==> src/rtl/imm_gen_if.sv <==
// Handshake bundle between fetch and the immediate generator / downstream
// stage. The slave modport is the imm_gen_pipe view; master is the
// producer/consumer view (fetch drives in_*, execute drives out_ready).
interface imm_gen_if #(
  parameter int XLEN = 32,
  parameter int TAGW = 32
);
  logic            flush;
  logic            in_valid;
  logic            in_ready;
  logic [31:0]     in_inst;
  logic [TAGW-1:0] in_tag;
  logic            out_valid;
  logic            out_ready;
  logic [XLEN-1:0] out_imm;
  logic [2:0]      out_fmt;
  logic            out_illegal;
  logic [TAGW-1:0] out_tag;

  modport master (
    output flush, in_valid, in_inst, in_tag, out_ready,
    input  in_ready, out_valid, out_imm, out_fmt, out_illegal, out_tag
  );

  modport slave (
    input  flush, in_valid, in_inst, in_tag, out_ready,
    output in_ready, out_valid, out_imm, out_fmt, out_illegal, out_tag
  );
endinterface

==> src/rtl/imm_gen_pipe.sv <==
// imm_gen_pipe: pipelined RV immediate generator for the decode stage.
// Decodes the format from the opcode, sign-extends the immediate to XLEN
// and carries the PC/tag alongside it. One output register (main) plus a
// one-entry skid register give full throughput with a registered in_ready.
// Optional feature macro: IMM_GEN_ZICSR_EN (CSR-immediate Z format for
// SYSTEM opcodes with funct3 101/110/111).
//
// Handshake: a transfer happens on a rising edge where valid and ready are
// both 1. A producer holds valid and its payload stable until accepted;
// out_* stay stable while out_valid=1 and out_ready=0. in_ready depends only
// on registered state, never combinationally on out_ready.
module imm_gen_pipe #(
  parameter int XLEN = 32,
  parameter int TAGW = 32
) (
  input logic   clk,
  input logic   rst_n,
  imm_gen_if.slave bus
);

  localparam logic [2:0] FMT_I    = 3'b000;
  localparam logic [2:0] FMT_S    = 3'b001;
  localparam logic [2:0] FMT_B    = 3'b010;
  localparam logic [2:0] FMT_U    = 3'b011;
  localparam logic [2:0] FMT_J    = 3'b100;
`ifdef IMM_GEN_ZICSR_EN
  localparam logic [2:0] FMT_Z    = 3'b101;
`endif
  localparam logic [2:0] FMT_NONE = 3'b111;

  // Decoded view of the incoming instruction
  logic [6:0]      op;
  logic [31:0]     imm32;
  logic [2:0]      dec_fmt;
  logic            dec_ill;
  logic [XLEN-1:0] dec_imm;

  // Storage
  logic            main_valid, skid_valid, rdy_q;
  logic [XLEN-1:0] main_imm, skid_imm;
  logic [2:0]      main_fmt, skid_fmt;
  logic            main_ill, skid_ill;
  logic [TAGW-1:0] main_tag, skid_tag;

  // Datapath control
  logic in_fire, out_fire;
  logic load_main, load_skid, skid_to_main;
  logic skid_valid_nxt, main_valid_nxt;

  assign op = bus.in_inst[6:0];

  // Opcode -> format and 32-bit immediate; Z-format values have bit 31 clear,
  // so one sign extension serves every format.
  always_comb begin
    imm32   = 32'd0;
    dec_fmt = FMT_NONE;
    dec_ill = 1'b0;
    case (op)
      7'b0000011, 7'b0010011, 7'b0011011, 7'b1100111, 7'b0001111: begin
        dec_fmt = FMT_I;
        imm32   = {{20{bus.in_inst[31]}}, bus.in_inst[31:20]};
      end
      7'b1110011: begin
`ifdef IMM_GEN_ZICSR_EN
        if (bus.in_inst[14:12] == 3'b101 || bus.in_inst[14:12] == 3'b110 ||
            bus.in_inst[14:12] == 3'b111) begin
          dec_fmt = FMT_Z;
          imm32   = {27'd0, bus.in_inst[19:15]};
        end else begin
          dec_fmt = FMT_I;
          imm32   = {{20{bus.in_inst[31]}}, bus.in_inst[31:20]};
        end
`else
        dec_fmt = FMT_I;
        imm32   = {{20{bus.in_inst[31]}}, bus.in_inst[31:20]};
`endif
      end
      7'b0100011: begin
        dec_fmt = FMT_S;
        imm32   = {{20{bus.in_inst[31]}}, bus.in_inst[31:25], bus.in_inst[11:7]};
      end
      7'b1100011: begin
        dec_fmt = FMT_B;
        imm32   = {{19{bus.in_inst[31]}}, bus.in_inst[31], bus.in_inst[7],
                   bus.in_inst[30:25], bus.in_inst[11:8], 1'b0};
      end
      7'b0110111, 7'b0010111: begin
        dec_fmt = FMT_U;
        imm32   = {bus.in_inst[31:12], 12'd0};
      end
      7'b1101111: begin
        dec_fmt = FMT_J;
        imm32   = {{11{bus.in_inst[31]}}, bus.in_inst[31], bus.in_inst[19:12],
                   bus.in_inst[20], bus.in_inst[30:21], 1'b0};
      end
      7'b0110011, 7'b0111011: begin
        dec_fmt = FMT_NONE;
      end
      default: begin
        dec_fmt = FMT_NONE;
        dec_ill = 1'b1;
      end
    endcase
    dec_imm = XLEN'($signed(imm32));
  end

  // Movement between input, main and skid; skid full implies in_ready=0,
  // so a skid->main move never coincides with an accepted input.
  always_comb begin
    in_fire        = bus.in_valid & rdy_q;
    out_fire       = main_valid & bus.out_ready;
    load_main      = in_fire & (~main_valid | out_fire);
    load_skid      = in_fire & main_valid & ~out_fire;
    skid_to_main   = out_fire & skid_valid;
    skid_valid_nxt = load_skid | (skid_valid & ~skid_to_main);
    main_valid_nxt = load_main | skid_to_main | (main_valid & ~out_fire);
  end

  // State update: reset beats flush, flush beats all data movement.
  always_ff @(posedge clk) begin
    if (!rst_n) begin
      main_valid <= 1'b0;
      skid_valid <= 1'b0;
      rdy_q      <= 1'b0;
      main_imm   <= '0;
      main_fmt   <= FMT_NONE;
      main_ill   <= 1'b0;
      main_tag   <= '0;
      skid_imm   <= '0;
      skid_fmt   <= FMT_NONE;
      skid_ill   <= 1'b0;
      skid_tag   <= '0;
    end else if (bus.flush) begin
      main_valid <= 1'b0;
      skid_valid <= 1'b0;
      rdy_q      <= 1'b1;
    end else begin
      main_valid <= main_valid_nxt;
      skid_valid <= skid_valid_nxt;
      rdy_q      <= ~skid_valid_nxt;
      if (load_main) begin
        main_imm <= dec_imm;
        main_fmt <= dec_fmt;
        main_ill <= dec_ill;
        main_tag <= bus.in_tag;
      end else if (skid_to_main) begin
        main_imm <= skid_imm;
        main_fmt <= skid_fmt;
        main_ill <= skid_ill;
        main_tag <= skid_tag;
      end
      if (load_skid) begin
        skid_imm <= dec_imm;
        skid_fmt <= dec_fmt;
        skid_ill <= dec_ill;
        skid_tag <= bus.in_tag;
      end
    end
  end

  assign bus.in_ready    = rdy_q;
  assign bus.out_valid   = main_valid;
  assign bus.out_imm     = main_imm;
  assign bus.out_fmt     = main_fmt;
  assign bus.out_illegal = main_ill;
  assign bus.out_tag     = main_tag;

endmodule

==> src/flat_wrapper.sv <==
// flat-port wrapper written by rule: the top's interface ports become plain ports
module imm_gen_pipe_flat 
#(
  parameter int XLEN = 32,
  parameter int TAGW = 32
)
  (clk, rst_n, bus_flush, bus_in_valid, bus_in_inst, bus_in_tag, bus_out_ready, bus_in_ready, bus_out_valid, bus_out_imm, bus_out_fmt, bus_out_illegal, bus_out_tag);
  imm_gen_if #(.XLEN(XLEN), .TAGW(TAGW)) bus_i ();
  input logic clk;
  input logic rst_n;
  input wire logic [$bits(bus_i.flush)-1:0] bus_flush;
  input wire logic [$bits(bus_i.in_valid)-1:0] bus_in_valid;
  input wire logic [$bits(bus_i.in_inst)-1:0] bus_in_inst;
  input wire logic [$bits(bus_i.in_tag)-1:0] bus_in_tag;
  input wire logic [$bits(bus_i.out_ready)-1:0] bus_out_ready;
  output wire logic [$bits(bus_i.in_ready)-1:0] bus_in_ready;
  output wire logic [$bits(bus_i.out_valid)-1:0] bus_out_valid;
  output wire logic [$bits(bus_i.out_imm)-1:0] bus_out_imm;
  output wire logic [$bits(bus_i.out_fmt)-1:0] bus_out_fmt;
  output wire logic [$bits(bus_i.out_illegal)-1:0] bus_out_illegal;
  output wire logic [$bits(bus_i.out_tag)-1:0] bus_out_tag;
  assign bus_i.flush = bus_flush;
  assign bus_i.in_valid = bus_in_valid;
  assign bus_i.in_inst = bus_in_inst;
  assign bus_i.in_tag = bus_in_tag;
  assign bus_i.out_ready = bus_out_ready;
  assign bus_in_ready = bus_i.in_ready;
  assign bus_out_valid = bus_i.out_valid;
  assign bus_out_imm = bus_i.out_imm;
  assign bus_out_fmt = bus_i.out_fmt;
  assign bus_out_illegal = bus_i.out_illegal;
  assign bus_out_tag = bus_i.out_tag;
  imm_gen_pipe #(.XLEN(XLEN), .TAGW(TAGW)) u_core (.clk(clk), .rst_n(rst_n), .bus(bus_i));
endmodule
==> config.mk <==
export PLATFORM = sky130hd
export DESIGN_NAME = imm_gen_pipe_flat
export DESIGN_NICKNAME = d
export VERILOG_FILES = /design/src/rtl/imm_gen_if.sv /design/src/rtl/imm_gen_pipe.sv /design/src/flat_wrapper.sv
export SDC_FILE = /design/constraint.sdc
export NUM_CORES = 1
export LEC_CHECK = 0
export CELL_PAD_IN_SITES_DETAIL_PLACEMENT = 1
export CELL_PAD_IN_SITES_GLOBAL_PLACEMENT = 2
export CORE_ASPECT_RATIO = 1.4
export CORE_MARGIN = 4
export CORE_UTILIZATION = 27
export CTS_BUF_LIST = sky130_fd_sc_hd__clkbuf_2
export DETAILED_ROUTE_END_ITERATION = 16
export MAX_ROUTING_LAYER = met4
export PLACE_DENSITY_LB_ADDON = 0.1
export SETUP_SLACK_MARGIN = 0.05
export SYNTH_ARGS = -nofsm -noshare
export SYNTH_HDL_FRONTEND = slang
export SYNTH_SLANG_ARGS = --single-unit
==> constraint.sdc <==
create_clock -name clk -period 1.7 [get_ports clk]
set_clock_uncertainty 0.05 [all_clocks]
set_input_delay 0.255 -clock clk [delete_from_list [all_inputs] [get_ports clk]]
set_output_delay 0.255 -clock clk [all_outputs]
set_load 0.05 [all_outputs]
==> flow_summary.toml <==
[die]
ioPinCount = 139
fp.dieArea_sq_um = 24240
core_area_sq_um = 21280
die_h_um = 182.6
initial_utilization_pct = 27.63
rows = 63
die_x_um = 132.7

[drt]
drc_errors = 0
ant_nets = 0
vias = 6274
routed_wire_length_per_instance_um = 18.64
drt_pre_antenna_iters = 4
dr.first_iter.drc_count = 294
viasPerCell = 5.134
wl_um = 22770

[finish]
mostFrequentLayoutCell = "nand2_1"
final_cell_area_sq_um = 9427
seqCellArea_sq_um = 2882
final_nets = 1018
nFillCells = 2461
multiInputGateArea_sq_um = 2964
syn2layout_area_growth_pct = 60.30
final_cell_mix = "nand2_1 (167), buf_4 (77), a21oi_1 (72), dfxtp_1 (72), clkdlybuf4s50_1 (68)"
drive_above_1_share_pct = 32.99

[critical_path]
crit_path_top_delay_cell = "dfxtp_4"
path_delay_family = "compound AO/OA/AOI/OAI gates"
critPathMaxStageDelay_ns = 0.43
end_kind = "register"
crit_type = "reg -> reg"
cp.required_ns = 2.25
startpoint_type = "register"
crit_chain = "nor2b_4, a211oi_4, buf_4, buf_12, nor2_1, a311oi_2"
crit_buf_inv = 2
cp_max_fo = 15
crit_arrival_ns = 2.27

[sta]
whs_ns = 0.08097
rsz0062_at_grt = "yes"
hold_violations = 0
post-route-min-period_ns = 1.721
tns_ns = -0.02447
finalWorstSetupSlack_ns = -0.02075
worst_slew_pin_slew_ns = 0.6002
fmax_ghz = 0.5811
slew_headroom_pct = 59.86
final.period_utilization_pct = 101.2
setup_viol = 2
drv_slew = 0

[outcome]
violations = "setup timing"
outcome = "finished with violations"

[global_routing]
first_global_vias = 6784
grt_use_total_pct = 18.89
grt_max_degree = 37
grt-ovfl-total = 0
antenna_found_initial = 1
grt_pass1_wl_um = 35850

[clocking]
cts.sinks = 139
clk_latency_ns = 0.69
htreeDepth = 4
cts_buffers = 17
ctsLongestPathBuffers = 2
cts_tree = "done"
cts-root-buf = "clkbuf_2"
cts.clk_slew.worst_paths_ns = 0.21

[power_and_ir_drop]
power.density_nw_per_um2 = 731.9
p_leak_nw = 3.452
ir_worst_vdd_v = 0.0003384

[yosys]
ys_types = 54
synth-edff-count = 0
ys_async_sr_fraction_pct = 0
syn-num-nets = 801
yosysSeqAreaShare_pct = 47.32
ys_warn_count = 0
synth_area_sq_um = 5881
ys_ff_latch = 139
ys.flop_type = "dfxtp_1"
synth.avg_cell_area_sq_um = 8.034
synth_cells = 732

[min_path]
hp-class = "in -> reg"

[run]
drv_cap = 0

[place]
pre_cts_ws_ns = -0.6455
io_buffers = 138
place_area_sq_um = 8083
dp_hpwl_um = 16010
globalplace.congestion = 0.8066
metal layers:
layer | track usage (%) | vias to the layer above | share of wire [%]
met5 | - | - | 0
met4 | 4.867 | 0 | 1.5
met3 | 3.172 | 23 | 2.8
met2 | 35.45 | 124 | 55
met1 | 20.55 | 3083 | 41
li1 | - | 3044 | -
kinds of logic (layout without fill, tap and decap cells):
family / Yosys count / in the layout / synth area share [%]
multiplexers: 1 / 1 / 0.1702
AND/OR/NAND/NOR: 289 / 289 / 21.53
AO/OA/AOI/OAI: 231 / 231 / 25.17
flip-flops: 139 / 139 / 47.32
buffers and inverters: 70 / 299 / 5.510
other: 0 / 1 / 0
XOR/XNOR: 2 / 2 / 0.2979
layout make-up:
type | count | area share (%)
diodes | 1 | 0.02655
clock inverters | 13 | 1.513
clock buffers | 18 | 0.9557
repair buffers | 263 | 31.83
multi-input cells | 523 | 31.44
well taps | 260 | 3.451
inverters | 5 | 0.2124
flip-flops and latches | 139 | 30.57
synthesized netlist by cell type (11+ instances only):
cell	instances	area (sq um)
a311oi_1	40	350.3
buf_2	25	125.1
a21oi_1	74	370.4
or3_1	11	68.82
dfxtp_1	139	2783
nor2_1	60	225.2
nand2_1	169	634.4
o21ai_0	56	280.3
a31oi_1	12	75.07
nor3_1	15	75.07
clkbuf_1	35	131.4
nor4_1	11	68.82
power by group:
part,switching [W],total [W],internal [W]
clock network,0.00132,0.00201,0.000685
registers,0.0000778,0.00344,0.00336
logic,0.000779,0.00146,0.000677
total,0.00218,0.00690,0.00472
worst reg2reg max path, cell delays in order (launching register included):
cell	delay (ns)
dfxtp_4	0.43
nor2b_4	0.15
a211oi_4	0.32
buf_4	0.22
buf_12	0.14
nor2_1	0.06
a311oi_2	0.26
state kept, by name (all words and copies together), names as in the netlist:
register	flops
u_core.bus.out_fmt	3
u_core.skid_tag	32
u_core.skid_imm	32
u_core.bus.in_ready	1
u_core.bus.out_tag	32
u_core.skid_ill	1
u_core.bus.out_illegal	1
u_core.skid_valid	1
u_core.bus.out_valid	1
u_core.bus.out_imm	32
u_core.skid_fmt	3
path summary, 6_finish.rpt:
path | startpoint | to | slack [ns] | depth (start not counted)
worst max-delay path | u_core.bus.out_valid | u_core.bus.out_tag[29] | -0.02 | 6
worst min-delay path | bus_in_inst[14] | u_core.skid_imm[14] | 0.08 | 3
worst max register to register | u_core.bus.out_valid | u_core.bus.out_tag[29] | -0.02 | 6
worst min register to register | u_core.skid_tag[23] | u_core.bus.out_tag[23] | 0.41 | 2
per-stage QoR:
step | util, % | cells | total power (W)
final | 44.29 | 1222 | 0.006899
after global routing | 44.29 | 1222 | 0.007228
after CTS | 42.06 | 1198 | 0.006888
after detailed placement | 37.98 | 1149 | 0.004726
after global placement | 37.98 | 1149 | 0.004707
after floorplan | - | 732 | 0.004083
repair_timing:
item / in CTS / in global routing
hold endpoints to repair: 24 / 1
pin swaps: 5 / 26
cloned: 0 / 4
gates resized for setup: 166 / 70
buffers inserted: 3 / 18
endpoints found under the setup margin: 100 / 157
hold buffers: 15 / 1
No activity file was read; power rests on OpenSTA's default activity.
